==> src/rtl/bcd_downcounter.sv <==
// Loadable multi-digit BCD down-counter (countdown timer) with run/pause/resume control.
// Each preset nibble above 9 is clamped to 9 and latched as the reload value.
// Optional feature macro: AUTO_RELOAD_EN. When it is defined, the counter reloads the
// latched preset at terminal count and keeps running instead of stopping at zero.
module bcd_downcounter #(
  parameter int unsigned DIGITS = 2
) (
  input  logic                  i_clk,
  input  logic                  i_rst_n,
  input  logic                  i_en,
  input  logic                  i_start,
  input  logic                  i_stop,
  input  logic                  i_resume,
  input  logic [4*DIGITS-1:0]   i_load_val,
  output logic [4*DIGITS-1:0]   o_count,
  output logic                  o_busy,
  output logic                  o_zero,
  output logic                  o_done
);

  localparam int unsigned W = 4 * DIGITS;

  typedef enum logic [1:0] {
    ST_IDLE   = 2'd0,
    ST_RUN    = 2'd1,
    ST_PAUSED = 2'd2
  } state_e;

  state_e         state_q;
  logic [W-1:0]   count_q;
  logic [W-1:0]   preset_q;
  logic           busy_q;
  logic           zero_q;
  logic           done_q;

  logic [W-1:0]   load_san_c;
  logic [W-1:0]   count_dec_c;
  logic           count_is_one_c;
  logic           load_is_zero_c;

  // Clamp every preset nibble above 9 down to 9 so the count stays valid BCD.
  always_comb begin
    load_san_c = '0;
    for (int unsigned k = 0; k < DIGITS; k++) begin
      if (i_load_val[4*k +: 4] > 4'd9) begin
        load_san_c[4*k +: 4] = 4'd9;
      end else begin
        load_san_c[4*k +: 4] = i_load_val[4*k +: 4];
      end
    end
  end

  // BCD decrement by one: a digit at 0 wraps to 9 and borrows from the next digit up.
  always_comb begin
    logic borrow;
    count_dec_c = count_q;
    borrow      = 1'b1;
    for (int unsigned k = 0; k < DIGITS; k++) begin
      if (borrow) begin
        if (count_q[4*k +: 4] == 4'd0) begin
          count_dec_c[4*k +: 4] = 4'd9;
        end else begin
          count_dec_c[4*k +: 4] = 4'(count_q[4*k +: 4] - 4'd1);
          borrow                = 1'b0;
        end
      end
    end
  end

  // Terminal-count and zero-preset detection.
  always_comb begin
    count_is_one_c = (count_q == W'(1));
    load_is_zero_c = (load_san_c == '0);
  end

  // Control FSM and count register; input priority is stop > start > resume > en.
  always_ff @(posedge i_clk) begin
    if (!i_rst_n) begin
      state_q  <= ST_IDLE;
      count_q  <= '0;
      preset_q <= '0;
      busy_q   <= 1'b0;
      zero_q   <= 1'b1;
      done_q   <= 1'b0;
    end else begin
      done_q <= 1'b0;
      if (i_stop) begin
        // Pause only takes effect from RUN; the same edge's tick is dropped.
        if (state_q == ST_RUN) begin
          state_q <= ST_PAUSED;
          busy_q  <= 1'b0;
        end
      end else if (i_start) begin
        // Load (or restart) from any state; an all-zero preset finishes immediately.
        preset_q <= load_san_c;
        if (load_is_zero_c) begin
          state_q <= ST_IDLE;
          count_q <= '0;
          busy_q  <= 1'b0;
          zero_q  <= 1'b1;
          done_q  <= 1'b1;
        end else begin
          state_q <= ST_RUN;
          count_q <= load_san_c;
          busy_q  <= 1'b1;
          zero_q  <= 1'b0;
        end
      end else begin
        case (state_q)
          ST_RUN: begin
            if (i_en) begin
              if (count_is_one_c) begin
`ifdef AUTO_RELOAD_EN
                if (preset_q != '0) begin
                  count_q <= preset_q;
                  zero_q  <= 1'b0;
                  done_q  <= 1'b1;
                end else begin
                  state_q <= ST_IDLE;
                  count_q <= '0;
                  busy_q  <= 1'b0;
                  zero_q  <= 1'b1;
                  done_q  <= 1'b1;
                end
`else
                state_q <= ST_IDLE;
                count_q <= '0;
                busy_q  <= 1'b0;
                zero_q  <= 1'b1;
                done_q  <= 1'b1;
`endif
              end else if (count_q != '0) begin
                count_q <= count_dec_c;
              end
            end
          end
          ST_PAUSED: begin
            if (i_resume) begin
              state_q <= ST_RUN;
              busy_q  <= 1'b1;
            end
          end
          default: begin
          end
        endcase
      end
    end
  end

  assign o_count = count_q;
  assign o_busy  = busy_q;
  assign o_zero  = zero_q;
  assign o_done  = done_q;

endmodule

==> config.mk <==
export PLATFORM = sky130hd
export DESIGN_NAME = bcd_downcounter
export DESIGN_NICKNAME = d
export VERILOG_FILES = /design/src/rtl/bcd_downcounter.sv
export SDC_FILE = /design/constraint.sdc
export NUM_CORES = 1
export LEC_CHECK = 0
export BUFFER_PORTS_ARGS = -buffer_cell sky130_fd_sc_hd__buf_2
export CORE_MARGIN = 2
export CORE_UTILIZATION = 25
export DETAILED_ROUTE_END_ITERATION = 10
export HOLD_SLACK_MARGIN = 0.08
export PLACE_DENSITY = 0.54
export SKIP_CTS_REPAIR_TIMING = 1
export SYNTH_ARGS = -nofsm -noshare
export SYNTH_HDL_FRONTEND = slang
export SYNTH_SLANG_ARGS = --single-unit
==> constraint.sdc <==
create_clock -name i_clk -period 1.85 [get_ports i_clk]
set_input_delay 0 -clock i_clk [delete_from_list [all_inputs] [get_ports i_clk]]
set_output_delay 0 -clock i_clk [all_outputs]
set_load 0.02 [all_outputs]
# --- Word-level counts from Yosys, hierarchy flattened ---
# Cells that the tools add are included.
op_classes:
  addsub: 2
  multipliers: 0
  div_mod_pow: 0
  magnitude_cmp: 2
  n_eq_ne: 7
  shifts: 0
  muxes: 37
  bitwise_logic: 2
  reduce_logical: 15
ops:
  columns: ["op", "count"]
  rows:
  - ["8-bit two-way mux", 6]
  - ["4-bit two-way mux", 5]
  - ["1-bit two-way mux", 18]
  - ["2-bit two-way mux", 6]
  - ["4-bit != test, second input constant", 3]
  - ["5-bit AND reduction", 2]
  - ["3-bit nonzero test", 3]
  - ["8-bit by 1-bit equality test with 1-bit output, second input constant", 1]
  - ["4-bit greater-than comparator, second input constant", 2]
  - ["4-bit logical NOT", 2]
  - ["8-bit logical NOT", 1]
  - ["4-bit AND reduction", 2]
  - ["8-bit nonzero test", 1]
  - ["4-bit by 1-bit subtractor with 4-bit output, second input constant", 2]
  - ["2-bit nonzero test", 3]
  - ["2-bit case mux with 2 select lines", 1]
  - ["2-bit by 1-bit equality test with 1-bit output, second input constant", 1]
  - ["2-bit equality test, second input constant", 1]
  - ["2-bit by 1-bit != test with 1-bit output, second input constant", 1]
  - ["1-bit inverter", 2]
  - ["1-bit case mux with 2 select lines", 1]
  - ["2-bit OR reduction", 1]
word_totals:
  ff_bits: 13
  latch_bits: 0
  mem_bits_rw: 0
  rom_bits: 0
  inputBits: 14
  out_inout_bits: 11
  elab_cells: 71
  memories: 0

# --- Longest topological paths before layout ---
depth:
  depth_word: 8
  mapped_depth: 6
  mapped_depth_nobuf: 6

# --- Worst setup path after synthesis ---
# Ideal clock, no wire load.
synth_path:
  kind: "reg-to-reg"
  from: "register count_q[4] (netlist: o_count[4])"
  to: "register count_q[6] (netlist: o_count[6])"
  setup_ns: 0.095
  arrival_ns: 1.647
  required_time_ns: 1.755
  slack_ns: 0.108
  stages_incl_launch_ff: 7
  period_less_slack_ns: 1.742
  cell_sequence: "dfxtp_1 > inv_1 > ha_1 > nor3b_4 > xnor2_1 > a31oi_4 > a221oi_1"
synth_between:
  elab_chain_cells: 8
  elab_cells_between_ends: 14
synth_lines:
  columns: ["element", "line", "text"]
  rows:
  - ["start, declared", "30", "logic [W-1:0] count_q;"]
  - ["start signal, assigned", "104", "count_q <= load_san_c;"]
  - ["start signal, assigned", "133", "count_q <= count_dec_c;"]
  - ["4-bit by 1-bit subtractor with 4-bit output or 4-bit logical NOT (tied branches)", "63, 60", null]
  - ["4-bit two-way mux", "60", "if (count_q[4*k +: 4] == 4'd0) begin"]
  - ["4-bit two-way mux", "59", "if (borrow) begin"]
  - ["8-bit two-way mux", "132", "end else if (count_q != '0) begin"]
  - ["8-bit two-way mux", "112", "if (count_is_one_c) begin"]
  - ["8-bit two-way mux", "111", "if (i_en) begin"]
  - ["8-bit two-way mux", "109", "case (state_q)"]
  - ["8-bit two-way mux", "93", "end else if (i_start) begin"]
# Several ways; a longest one is shown, not always the timed one. The select of a mux whose other input is x is not followed.
# A chain may end at the register's enable or synchronous reset.

# --- Worst setup path after layout ---
# Same ends and word-level chain as after synthesis.

==> metrics.log <==
INFO  metric status = finished, final reports clean
INFO  metric kind_of_end_point_of_the_critical_path = flip-flop
INFO  metric core.rowCount = 21
INFO  metric grt_antenna_before_repair = 0
INFO  metric globalRoute.totalOverflow = 0
INFO  metric cap_violations = 0
INFO  metric drt-pass1-iter-count = 4
INFO  metric worst_path_max_delay_cell = sky130_fd_sc_hd__nor3b_4
INFO  metric post-place-ws = 19.0 ps
INFO  metric wirelength = 2530 um
INFO  metric postSynth.asyncResetShare = 0%
INFO  metric post-route-cell-area = 1150 sq um
INFO  metric pin_count_of_the_biggest_net_entering_global_routing = 27
INFO  metric numPortBuffers = 24
INFO  metric initial_utilization = 26.5%
INFO  metric area_growth_syn_to_layout = 27.3%
INFO  metric p_leak = 0.000475 uW
INFO  metric grt_use_total = 13.3%
INFO  metric worst_ep_required_time = 2030 ps
INFO  metric max_freq = 573 MHz
INFO  metric floorplan.die.height = 64.2 um
INFO  metric setup_slack = 104 ps
INFO  metric timing.clock.skew = 3.71 ps
INFO  metric die_w = 64.2 um
INFO  metric fin_tns_setup = 0 ps
INFO  metric synth-seq-cells = 12
INFO  metric holdCritPathClass = in -> reg
INFO  metric mostFrequentLayoutCell = sky130_fd_sc_hd__buf_2
INFO  metric routed-via-count = 941
INFO  metric first_pass_grt_wire_length = 4280 um
INFO  metric gp_congestion = 0.773
INFO  metric drc = 0
INFO  metric tightest_slew = 460 ps
INFO  metric clkLatencyLatePin = 270 ps
INFO  metric path_class = reg -> reg
INFO  metric worstPathCellList = inv_1 > ha_2 > nor3b_4 > xnor2_2 > a31oi_4 > a221oi_1
INFO  metric place_hpwl = 1910 um
INFO  metric drive_gt1_share = 31.9%
INFO  metric netlist-cell-type-count = 46
INFO  metric report.final.slew_viol_count = 0
INFO  metric final-hold-violation-count = 0
INFO  metric setup_viol = 0
INFO  metric ctsRootBufferMaster = sky130_fd_sc_hd__clkbuf_4
INFO  metric min_period = 1750 ps
INFO  metric antenna_violating_nets_post_route = 0
INFO  metric synth.avg_cell_area = 7.81 sq um
INFO  metric ios = 25
INFO  metric num-nets-final = 161
INFO  metric detailed_place.area = 1080 sq um
INFO  metric finalCritPeriodShare = 94.4%
INFO  metric worstSetupStartpointType = flip-flop
INFO  metric power_dens_cells = 692 nW/um^2
INFO  metric final_cell_mix = 24 x sky130_fd_sc_hd__buf_2, 11 x sky130_fd_sc_hd__nor2_1, 10 x sky130_fd_sc_hd__o21ai_0, 10 x sky130_fd_sc_hd__dfxtp_1
INFO  metric peakVddDrop = 0.259 mV
INFO  metric place.detailed.instances = 184
INFO  metric slew_headroom = 68.6%
INFO  metric synth_nets = 131
INFO  metric cts_htree_levels = 1
INFO  metric critical-path-max-stage-delay = 410 ps
INFO  metric die_area = 4120 sq um
INFO  metric layoutNonFillerInstCount = 190
INFO  metric fillers = 394
INFO  metric tritoncts = built
INFO  metric worstPathMaxFanout = 8
INFO  metric cell_area_synth = 906 sq um
INFO  metric cp.arrival = 1930 ps
INFO  metric synth_sequential_area_ratio = 26.5%
INFO  metric grt_pass1_vias = 917
INFO  metric synth-edff-count = 0
INFO  metric core_region_area = 3420 sq um
INFO  metric drt-wirelength-per-cell = 13.3 um
INFO  metric clkTransAtPathRegs = 70 ps
INFO  metric synth_top_flop_cell = sky130_fd_sc_hd__dfxtp_1
INFO  metric starting_drc_count_in_detailed_routing = 20
INFO  metric synthesized_instance_count = 116
INFO  metric max-clock-path-buffers = 2
INFO  metric totalPowerFinal = 798 uW
INFO  metric clkSinkCount = 12
INFO  metric rsz0062_at_grt = false
INFO  metric yosysWarningCount = 0
INFO  metric antenna_cells_inserted = 0
INFO  metric cts_buffers = 3
INFO  metric route.detailed.vias_per_inst = 4.95
==> routing by layer <==
metal | GRT usage (%) | part of all wire, % | vias to the layer above
met3 | 3.17 | 4.8 | 2
met2 | 21.5 | 46 | 23
li1 | - | - | 487
met4 | 5.59 | 0.91 | 0
met5 | 0 | 0 | -
met1 | 16.8 | 48 | 429
==> logic make-up (layout without fill, tap and decap cells) <==
kind of cell             Yosys count  in the layout  synth area share (%)
AO/OA/AOI/OAI                     35             35                  26.4
XOR/XNOR                           1              1                 0.967
adder cells (fa/ha/maj)            1              1                  1.38
buffers and inverters             13             41                  6.08
flip-flops                        12             12                  26.5
multiplexers                       4              4                  4.56
AND/OR/NAND/NOR                   50             50                  34.1
==> sequential cells by signal, indices dropped and copies added, names as in the netlist <==
| name | cells |
|---|---|
| o_count | 8 |
| o_done | 1 |
| o_zero | 1 |
| state_q | 2 |
==> cell usage after synthesis, drive strengths merged, types with 2 or more instances <==
| master | instances | share of area (%) |
|---|---|---|
| dfxtp | 12 | 27 |
| nand2 | 8 | 3.3 |
| nor2 | 11 | 4.6 |
| or3 | 2 | 1.5 |
| buf | 3 | 1.9 |
| or4 | 3 | 2.5 |
| a311oi | 2 | 1.9 |
| nand3b | 5 | 4.1 |
| a21oi | 8 | 4.4 |
| nor2b | 4 | 2.8 |
| mux2i | 3 | 3.3 |
| clkbuf | 3 | 1.2 |
| o31ai | 2 | 1.7 |
| o21ai | 11 | 6.1 |
| inv | 7 | 2.9 |
| nor3 | 6 | 3.9 |
==> critical path: cells and delay by family (launching register included) <==
family	cells	cell delay [ps]
flip-flops	1	340
buffers and inverters	1	80
AO/OA/AOI/OAI	2	420
adder cells (fa/ha/maj)	1	210
XOR/XNOR	1	190
AND/OR/NAND/NOR	1	410
==> power breakdown <==
| part | internal [uW] | leakage, uW | total, uW | switching, uW |
|---|---|---|---|---|
| sequential | 280 | 0.0000990 | 310 | 30.1 |
| combinational | 152 | 0.000362 | 323 | 172 |
| clock | 75.3 | 0.0000138 | 165 | 89.2 |
==> final timing paths <==
path | end | start | cells past startpoint | slack [ps]
setup / recovery | o_count[6]$_SDFFE_PN0P_ | o_count[4]$_SDFFE_PN0P_ | 6 | 100
hold / removal | state_q[0]$_SDFFE_PN0P_ | i_en | 3 | 130
setup reg to reg | o_count[6]$_SDFFE_PN0P_ | o_count[4]$_SDFFE_PN0P_ | 6 | 100
hold reg to reg | o_count[4]$_SDFFE_PN0P_ | o_count[4]$_SDFFE_PN0P_ | 2 | 500
==> stage by stage <==
step / util [%] / hold slack [ps]
after detailed placement: 31.8 / 262
final: 33.8 / 125
after global routing: 33.8 / 140
after global placement: 31.8 / 261
after CTS: 32.4 / -30.3
after floorplan: - / 76.2
==> cell type report <==
type                       count  area, sq um  area share, %
tap                           46         57.6           4.99
inverter                       7         26.3           2.28
sequential                    12          243           21.0
timing repair buffer          31          178           15.4
clock buffer                   3         22.5           1.95
multi-input combinational     91          627           54.3
(Power assumes the default switching activity.)
